[config.mk]
export PLATFORM = sky130hd
export DESIGN_NAME = regfile_ctrl
export DESIGN_NICKNAME = d
export VERILOG_FILES = /design/src/rtl/regfile_ctrl.sv
export SDC_FILE = /design/constraint.sdc
export NUM_CORES = 1
export LEC_CHECK = 0
export CORE_ASPECT_RATIO = 1.2
export CORE_MARGIN = 1.5
export CORE_UTILIZATION = 38
export DETAILED_ROUTE_END_ITERATION = 8
export PLACE_DENSITY = 0.87
export SLEW_MARGIN = 20
export SYNTH_ARGS = -nofsm -noshare
export SYNTH_HDL_FRONTEND = slang
export SYNTH_SLANG_ARGS = --single-unit
export TNS_END_PERCENT = 20
[constraint.sdc]
create_clock -name clk -period 5.72 [get_ports clk]
set_clock_uncertainty 0.2 [all_clocks]
set_input_delay 1.716 -clock clk [delete_from_list [all_inputs] [get_ports clk]]
set_output_delay 1.716 -clock clk [all_outputs]
set_load 0.01 [all_outputs]
[src/rtl/regfile_ctrl.sv]
`default_nettype none
// +--------------------------------------------------------------------------+
// | Module      : regfile_ctrl                                               |
// | Description : Sequencer between a write-back port, an operand-read port  |
// |               and a single-ported 32x32 register file. Write-backs take  |
// |               one WRITE cycle; reads go READ -> CAPTURE -> RESP.         |
// | Options     : RF_R0_ZERO_EN - r0 hard-wired to zero (writes suppressed,  |
// |               reads of address 0 return 0).                              |
// | Revision    : 1.0 - initial release                                      |
// +--------------------------------------------------------------------------+
module regfile_ctrl (
   input  logic        clk,
   input  logic        rst,
   // write-back request
   input  logic        wb_valid,
   output logic        wb_ready,
   input  logic [4:0]  wb_addr,
   input  logic [31:0] wb_data,
   // operand-read request
   input  logic        rd_valid,
   output logic        rd_ready,
   input  logic [4:0]  rd_addr_a,
   input  logic [4:0]  rd_addr_b,
   // operand response
   output logic        op_valid,
   input  logic        op_ready,
   output logic [31:0] op_a,
   output logic [31:0] op_b,
   // register-file side
   output logic [31:0] rf_in_reg,
   output logic [4:0]  rf_addr_a,
   output logic [4:0]  rf_addr_b,
   output logic        rf_rw,
   output logic        rf_sel,
   input  logic [31:0] rf_out_a,
   input  logic [31:0] rf_out_b,
   output logic        busy
);

   typedef enum logic [2:0] {
      S_IDLE    = 3'd0,
      S_WRITE   = 3'd1,
      S_READ    = 3'd2,
      S_CAPTURE = 3'd3,
      S_RESP    = 3'd4
   } state_t;

   state_t      state_q, state_d;
   logic        rf_sel_q, rf_sel_d;
   logic        rf_rw_q, rf_rw_d;
   logic [31:0] rf_in_reg_q, rf_in_reg_d;
   logic [4:0]  rf_addr_a_q, rf_addr_a_d;
   logic [4:0]  rf_addr_b_q, rf_addr_b_d;
   logic [31:0] op_a_q, op_a_d;
   logic [31:0] op_b_q, op_b_d;
   logic        wb_sel_n;

   // Handshake and status flags derive from the current state; a write-back
   // masks the read port so it always wins a simultaneous request.
   assign wb_ready = (state_q == S_IDLE) && !rst;
   assign rd_ready = wb_ready && !wb_valid;
   assign busy     = (state_q != S_IDLE);
   assign op_valid = (state_q == S_RESP);

   assign rf_sel    = rf_sel_q;
   assign rf_rw     = rf_rw_q;
   assign rf_in_reg = rf_in_reg_q;
   assign rf_addr_a = rf_addr_a_q;
   assign rf_addr_b = rf_addr_b_q;
   assign op_a      = op_a_q;
   assign op_b      = op_b_q;

`ifdef RF_R0_ZERO_EN
   // r0 is constant zero: keep the chip deselected for a write to it
   assign wb_sel_n = (wb_addr == 5'd0);
`else
   assign wb_sel_n = 1'b0;
`endif

   // Next-state and next-output computation; the rf_* pins are registered so
   // their values for a state are prepared on the edge that enters it.
   always_comb begin
      state_d     = state_q;
      rf_sel_d    = 1'b1;
      rf_rw_d     = 1'b1;
      rf_in_reg_d = 32'h0;
      rf_addr_a_d = rf_addr_a_q;
      rf_addr_b_d = rf_addr_b_q;
      op_a_d      = op_a_q;
      op_b_d      = op_b_q;
      case (state_q)
         S_IDLE: begin
            if (wb_valid && wb_ready) begin
               state_d     = S_WRITE;
               rf_sel_d    = wb_sel_n;
               rf_rw_d     = 1'b0;
               rf_addr_a_d = wb_addr;
               rf_in_reg_d = wb_data;
            end else if (rd_valid && rd_ready) begin
               state_d     = S_READ;
               rf_sel_d    = 1'b0;
               rf_rw_d     = 1'b1;
               rf_addr_a_d = rd_addr_a;
               rf_addr_b_d = rd_addr_b;
            end
         end
         S_WRITE: begin
            state_d = S_IDLE;
         end
         S_READ: begin
            state_d = S_CAPTURE;
         end
         S_CAPTURE: begin
            // rf_addr_* still hold the read addresses here
`ifdef RF_R0_ZERO_EN
            op_a_d = (rf_addr_a_q == 5'd0) ? 32'h0 : rf_out_a;
            op_b_d = (rf_addr_b_q == 5'd0) ? 32'h0 : rf_out_b;
`else
            op_a_d = rf_out_a;
            op_b_d = rf_out_b;
`endif
            state_d = S_RESP;
         end
         S_RESP: begin
            if (op_ready) begin
               state_d = S_IDLE;
            end
         end
         default: begin
            state_d = S_IDLE;
         end
      endcase
   end

   // State and registered outputs; reset abandons any in-flight request.
   always_ff @(posedge clk) begin
      if (rst) begin
         state_q     <= S_IDLE;
         rf_sel_q    <= 1'b1;
         rf_rw_q     <= 1'b1;
         rf_in_reg_q <= 32'h0;
         rf_addr_a_q <= 5'd0;
         rf_addr_b_q <= 5'd0;
         op_a_q      <= 32'h0;
         op_b_q      <= 32'h0;
      end else begin
         state_q     <= state_d;
         rf_sel_q    <= rf_sel_d;
         rf_rw_q     <= rf_rw_d;
         rf_in_reg_q <= rf_in_reg_d;
         rf_addr_a_q <= rf_addr_a_d;
         rf_addr_b_q <= rf_addr_b_d;
         op_a_q      <= op_a_d;
         op_b_q      <= op_b_d;
      end
   end

endmodule
`default_nettype wire
==> summary.txt, run 1 <==
Outcome
  • Run status: finished clean

Synth
  • Area fraction in compound gates after synthesis: 11.8%
  • Most used flip-flop cell after synthesis: dfxtp_1
  • Mux cell area share after synthesis: 0%
  • List of most frequent post-synthesis cells: nand2_1, dfxtp_1, a21oi_1
  • Distinct cells, synth: 23
  • Main combinational cell family by area after synthesis: simple AND/OR/NAND/NOR gates
  • Most used standard cell by instance count after synthesis: nand2_1
  • Summed instance area of the synthesized netlist: 3730 sq um
  • Number of warning messages in the yosys log: 0
  • Flops & latches, synth: 111
  • Area share of fa/ha/maj cells after synthesis: 0%
  • Sequential share of the synthesized area: 59.5%
  • Synthesized netlist cell count: 430
  • Average footprint of a synthesized cell: 8.68 sq um
  • Number of synthesized flops with an enable pin: 0
  • Proportion of synthesized flip-flops having asynchronous set or reset: 0%
  • Mapped Nets: 546
  • Main area contributors after synthesis: dfxtp_1, nand2_1, a21oi_1, and3_1, clkbuf_1
  • Area share of xor/xnor cells in the synthesized design: 0%
  • Cell accounting for the most synthesized area: dfxtp_1
  • Fraction of the mapped netlist area in simple logic gates: 25.0%
  • Fraction of synthesized cell area taken by the top area cell type: 59.5%

Worst setup path
  • Worst R2R Setup Slack: 3.74 ns
  • Worst Path Arrival: 3.00 ns
  • Startpoint of the worst setup timing path: rst
  • Crit-path slowest cell: clkdlybuf4s50_1
  • Worst flop-to-flop path startpoint: state_q[2]
  • Startpoint Class: input port
  • Crit. End Element: output port
  • Crit-path max FO: 12
  • CP cell instances: buf_2 > or4_4 > nor2_1 > clkdlybuf4s50_1
  • Startpoint-to-endpoint class of the critical path: in2out
  • CP Data Required Time: 3.80 ns
  • Slowest cell delay on critical path: 0.55 ns

Clock tree
  • Hold Buf Count CTS: 0
  • Clock sink total: 111
  • Setup fix buffers added after clock tree synthesis: 0
  • # H-tree levels: 3
  • Maximum number of buffers from clock root to sink: 2
  • Number of gates given a new drive strength after cts: 0
  • Total CTS buffers: 9
  • Cell at the root of the clock tree: clkbuf_16
  • Insertion delay to the later sink of the worst-skew pair: 0.34 ns
  • TritonCTS clock tree: built
  • Clock transition at the registers of the reported paths: 0.07 ns

STA
  • Final sum of negative setup slack: 0 ns
  • Highest clock frequency the design can meet: 204 MHz
  • Worst rel slew slack: 48.6%
  • Worst Tran Pin Value: 0.771 ns
  • Shortest clock period the worst path allows after layout: 4.91 ns
  • Number of setup violations in the final report: 0
  • Fraction of the cycle the final worst path needs: 85.9%
  • Final number of hold-violating endpoints: 0
  • Setup repair after global routing missed its margin: no
  • Final count of pins violating max slew: 0

Min path
  • Critical hold path startpoint: op_b[5]
  • Min-delay worst type: reg2reg

Die
  • Starting Density: 39.2%
  • Die Area: 10400 sq um
  • Number of top-level pins: 228
  • Core Region: 9520 sq um
  • Number of rows in the core area: 39
  • Die outline width: 93.5 microns
  • Height of the chip: 112 microns

Routing
  • Via density per instance: 4.85
  • Routed via count: 3724
  • DR iter-0 viols: 153
  • Initial DRT Pass Iterations: 4
  • Drt total wl: 11200 microns
  • Detailed-route wire length per cell: 14.6 microns
  • Number of design rule violations left after detail routing: 0
  • Routed Antenna Nets: 0

Finish
  • Number of inserted filler cells in the final layout: 755
  • # nets final: 756
  • Fraction of layout cells with a size suffix above 1: 3.88%
  • Diode insertion count for antenna repair: 0
  • Total non-filler cell area in the finished layout: 6350 sq um
  • Synth-to-Final Area Change: 70.2%

Place
  • Final HPWL DP: 8210 microns
  • Routability congestion estimate: 0.860
  • Total cell area at the placement stage: 6050 sq um
  • Number of port buffers: 227

Global route
  • Global-route wire length before repair: 17700 microns
  • Global-route usage over all layers: 21.3%
  • Number of antenna violations at the first check in global routing: 0
  • Via count of the first global-routing pass: 3740
  • Total overflow reported by the global router: 0
  • Maximum number of pins on one net before global-route repair: 77

Power
  • Max rail drop VDD: 0.138 mV
  • Total power per unit cell area: 255 nW/um^2
  • Leakage power figure: 0.00234 uW

Job
  • Maximum Capacitance Violations: 0
placed cells by master, fill, tap and decap left out:
cell             instances
or3_2                    1
clkbuf_16                9
nor3_1                   1
a21oi_1                 70
or4_4                    1
clkdlybuf4s50_1        226
nand3_1                  5
nand2b_1                 2
nor3b_1                  6
o21ai_0                  6
nor2b_1                 11
o22a_1                   5
buf_6                    1
inv_8                    2
o21a_1                   2
and3_1                  32
nor2_1                   7
dfxtp_1                111
clkinv_4                 3
buf_2                    1
and3b_4                  1
nand2_1                129
inv_1                    1
buf_4                    4
inv_6                    1
clkinvlp_4               1
nand3b_1                 1
nor4_1                   5
through the flow:
| step | worst slack, ns | hold slack (ns) | total power [uW] | std cells | utilization (%) |
|---|---|---|---|---|---|
| 6_report | 0.808 | 0.252 | 1620 | 768 | 66.8 |
| 5_1_grt | 0.768 | 0.273 | 1690 | 768 | 66.8 |
| 4_1_cts | 0.807 | 0.256 | 1640 | 767 | 66.6 |
| 3_5_place_dp | 0.805 | 0.246 | 1040 | 751 | 63.6 |
| 3_3_place_gp | 0.814 | 0.241 | 1030 | 751 | 63.6 |
| 2_1_floorplan | 1.36 | 0.281 | 896 | 430 | - |
logic make-up (layout without fill, tap and decap cells):
kind of cell    Yosys count  in the layout
simple gates            202            202
flops                   111            111
compound gates           83             83
buf+inv                  34            249
routing by layer:
layer  up-vias  GRT usage (%)  routed length (microns)
met2       139           38.0                     5860
li1       1843              -                        -
met3        22           6.01                      698
met1      1720           23.3                     4350
met5         -              0                        0
met4         0           8.99                      297
path summary, 6_finish.rpt:
| check | endpoint | depth (start not counted) |
|---|---|---|
| worst max-delay path | rd_ready | 4 |
| worst min-delay path | op_b[5] | 2 |
| worst max register to register | op_a[21] | 5 |
| worst min register to register | op_b[5] | 2 |
power by group:
group	leakage, uW	internal [uW]	switching, uW
logic	0.00130	134	81.2
clock network	0.000140	305	290
registers	0.000901	797	10.6
critical path, delay by kind of cell:
kind                   cells  cell delay, ns
and+or+nand+nor            2            0.63
buffers and inverters      2            0.65
area by class of cell:
cell class	count	area (sq um)	area share, %
timing repair buffer	232	2310	36.3
clock inverter	7	65.1	1.02
clock buffer	9	225	3.54
multi-input combinational	285	1380	21.7
sequential	111	2220	35.0
tap	123	154	2.42
inverter	1	3.75	0.0591
Note: power is estimated with default switching activity, not from simulation.
==> run 2, diff against run 1 <==
--- a/config.mk
+++ b/config.mk
@@ -5,6 +5,7 @@
 export SDC_FILE = /design/constraint.sdc
 export NUM_CORES = 1
 export LEC_CHECK = 0
+export CAP_MARGIN = 30
 export CORE_ASPECT_RATIO = 1.2
 export CORE_MARGIN = 1.5
 export CORE_UTILIZATION = 38
==> run 2 against run 1 <==
  * Utilization grew 0.17 points
  * Total power grew 0.36%
  * Critical endpoint unchanged
  * Worst hold slack gained 0.0016 ns
  * Clock-buffer cell count is the same
  * Highest routed layer unchanged
  * Via count grew 0.40%
  * Critical path depth is the same
  * Worst setup slack lost 0.010 ns
  * Sequential power is essentially flat
  * Fmax shrank 0.21%
  * Global-route usage grew 0.45 points
==> summary.txt, run 2 (synthesis gave the netlist of run 1 again) <==
Place
  • Cell total after placement: 753 (+0.27%)
  • Number of port buffers: 227 (unchanged)
  • Final HPWL DP: 8300 microns (+1.1%)
  • Routability congestion estimate: 0.860 (unchanged)
  • Total cell area at the placement stage: 6080 sq um (+0.52%)

Die
  • Starting Density: 39.2% (unchanged)
  • Core Region: 9520 sq um (unchanged)
  • Number of rows in the core area: 39 (unchanged)
  • Number of top-level pins: 228 (unchanged)
  • Die Area: 10400 sq um (unchanged)
  • Height of the chip: 112 microns (unchanged)
  • Die outline width: 93.5 microns (unchanged)

Worst setup path
  • Crit. End Element: output port
  • Worst Path Arrival: 3.01 ns (about the same)
  • Stages on the worst setup path: 4 (unchanged)
  • Cells on worst reg2reg path: 5 (unchanged)
  • Dominant delay contributor by cell family on the critical path: buffers and inverters
  • CP Data Required Time: 3.80 ns (about the same)
  • Startpoint Class: input port
  • CP cell instances: buf_2 > or4_4 > nor2_1 > clkdlybuf4s50_1
  • Crit-path slowest cell: clkdlybuf4s50_1
  • Worst flop-to-flop path startpoint: state_q[2]
  • Reg-to-reg endpoint: op_a[21]
  • Buffers & Inverters on Critical Path: 2 (unchanged)
  • Worst R2R Setup Slack: 3.77 ns (+0.03 ns)
  • Startpoint-to-endpoint class of the critical path: in2out
  • Crit-path max FO: 12 (unchanged)
  • Slowest cell delay on critical path: 0.55 ns (about the same)

Clock tree
  • Number of gates given a new drive strength after cts: 0 (unchanged)
  • Clock sink total: 111 (unchanged)
  • Maximum number of buffers from clock root to sink: 2 (unchanged)
  • Cell at the root of the clock tree: clkbuf_16
  • Clock transition at the registers of the reported paths: 0.07 ns (about the same)
  • Total CTS buffers: 9 (unchanged)
  • Hold Buf Count CTS: 0 (unchanged)
  • # H-tree levels: 3 (unchanged)
  • Insertion delay to the later sink of the worst-skew pair: 0.35 ns (about the same)
  • TritonCTS clock tree: built
  • Setup fix buffers added after clock tree synthesis: 0 (unchanged)

Global route
  • Maximum number of pins on one net before global-route repair: 77 (unchanged)
  • Global-route wire length before repair: 17900 microns (+1.6%)
  • Total overflow reported by the global router: 0 (unchanged)
  • Number of antenna violations at the first check in global routing: 0 (unchanged)
  • Via count of the first global-routing pass: 3751 (+0.29%)
  • Global-route usage over all layers: 21.8% (+0.45 points)

Routing
  • Drt total wl: 11200 microns (+0.14%)
  • Via density per instance: 4.86 (+0.27%)
  • Initial DRT Pass Iterations: 4 (unchanged)
  • DR iter-0 viols: 138 (-9.8%)
  • Routed via count: 3739 (+0.40%)
  • Detailed-route wire length per cell: 14.6 microns (about the same)
  • Routed Antenna Nets: 0 (unchanged)
  • Number of design rule violations left after detail routing: 0 (unchanged)

STA
  • Final sum of negative setup slack: 0 ns (unchanged)
  • WHS: 0.254 ns (+0.00159 ns)
  • Shortest clock period the worst path allows after layout: 4.92 ns (+0.0103 ns)
  • Final count of pins violating max slew: 0 (unchanged)
  • Number of setup violations in the final report: 0 (unchanged)
  • Final number of hold-violating endpoints: 0 (unchanged)
  • Worst Tran Pin Value: 0.758 ns (-0.0124 ns)
  • Worst rel slew slack: 49.4% (+0.83 points)
  • Fraction of the cycle the final worst path needs: 86.1% (+0.18 points)
  • Setup repair after global routing missed its margin: no
  • Highest clock frequency the design can meet: 203 MHz (-0.21%)

Min path
  • Hold EP: op_a[4]
  • Critical hold path startpoint: op_a[4]
  • Hold Path Depth: 2 (unchanged)
  • Min-delay worst type: reg2reg

Finish
  • Synth-to-Final Area Change: 70.6%
  • Final cell utilization of the core: 67.0% (+0.17 points)
  • Top library cells by usage in the layout, fill and taps aside: clkdlybuf4s50_1, nand2_1, dfxtp_1, a21oi_1, and3_1
  • Cell Count, Final, Fillers Out: 769 (+0.13%)
  • Diode insertion count for antenna repair: 0 (unchanged)
  • # nets final: 757 (+0.13%)
  • Most common cell after layout, fill and taps aside: clkdlybuf4s50_1
  • Fraction of layout cells with a size suffix above 1: 4.02% (+0.15 points)
  • Total non-filler cell area in the finished layout: 6370 sq um (+0.26%)

Power
  • Switching component of the power: 387 uW (+1.5%)
  • Max rail drop VDD: 0.167 mV (+21%)
  • Leakage power figure: 0.00235 uW (+0.54%)
  • Fraction of power consumed by combinational cells: 13.3% (about the same)
  • Total power per unit cell area: 255 nW/um^2 (about the same)
  • Internal Power: 1240 uW (about the same)
  • Power share of the clock group: 37.0% (+0.2 points)
  • Switching part of the total: 23.9% (+0.27 points)
  • Proportion of power drawn by flip-flops and latches: 49.7% (-0.2 points)

Outcome
  • Run status: finished clean

Job
  • Maximum Capacitance Violations: 0 (unchanged)
run 2: how the worst max path moves through the flow:
stage | startpoint | end | slack, ns
after global routing | rst | rd_ready | 0.75
final | rst | rd_ready | 0.80
after detailed placement | rst | rd_ready | 0.80
after global placement | rst | rd_ready | 0.81
after CTS | rst | rd_ready | 0.80
after floorplan | rst | rd_ready | 1.36
run 2: final cells by class:
class	count	area, sq um
multi-input cells	285	1370
clock buffers	9	225
well taps	123	154
flip-flops and latches	111	2220
fillers	732	3140
repair buffers	233	2330
clock inverters	7	63.8
inverters	1	3.75
run 2: layer usage:
| metal | routed length [microns] | global-route usage (%) |
|---|---|---|
| met3 | 697 | 4.51 |
| met1 | 4400 | 23.9 |
| met4 | 425 | 12.6 |
| met5 | 0 | 0 |
| met2 | 5710 | 38.2 |
run 2: power groups by stage:
stage                     Sequential (uW)  Combinational, uW  Clock [uW]
after floorplan                       837               59.4           0
after global placement                825                209           0
after detailed placement              826                216           0
after CTS                             807                217         615
after global routing                  810                231         647
final                                 807                216         600
run 2: worst register-to-register path: stages (launching register included):
cell      delay (ns)
dfxtp_1         0.39
nand3b_1        0.38
buf_6           0.26
buf_4           0.36
nand2_1         0.11
a21oi_1         0.16
run 2: metrics by stage:
step / worst slack (ns) / power (uW)
floorplan: 1.36 / 896
finish: 0.798 / 1620
detailed placement: 0.802 / 1040
CTS: 0.801 / 1640
global route: 0.748 / 1690
global placement: 0.814 / 1030
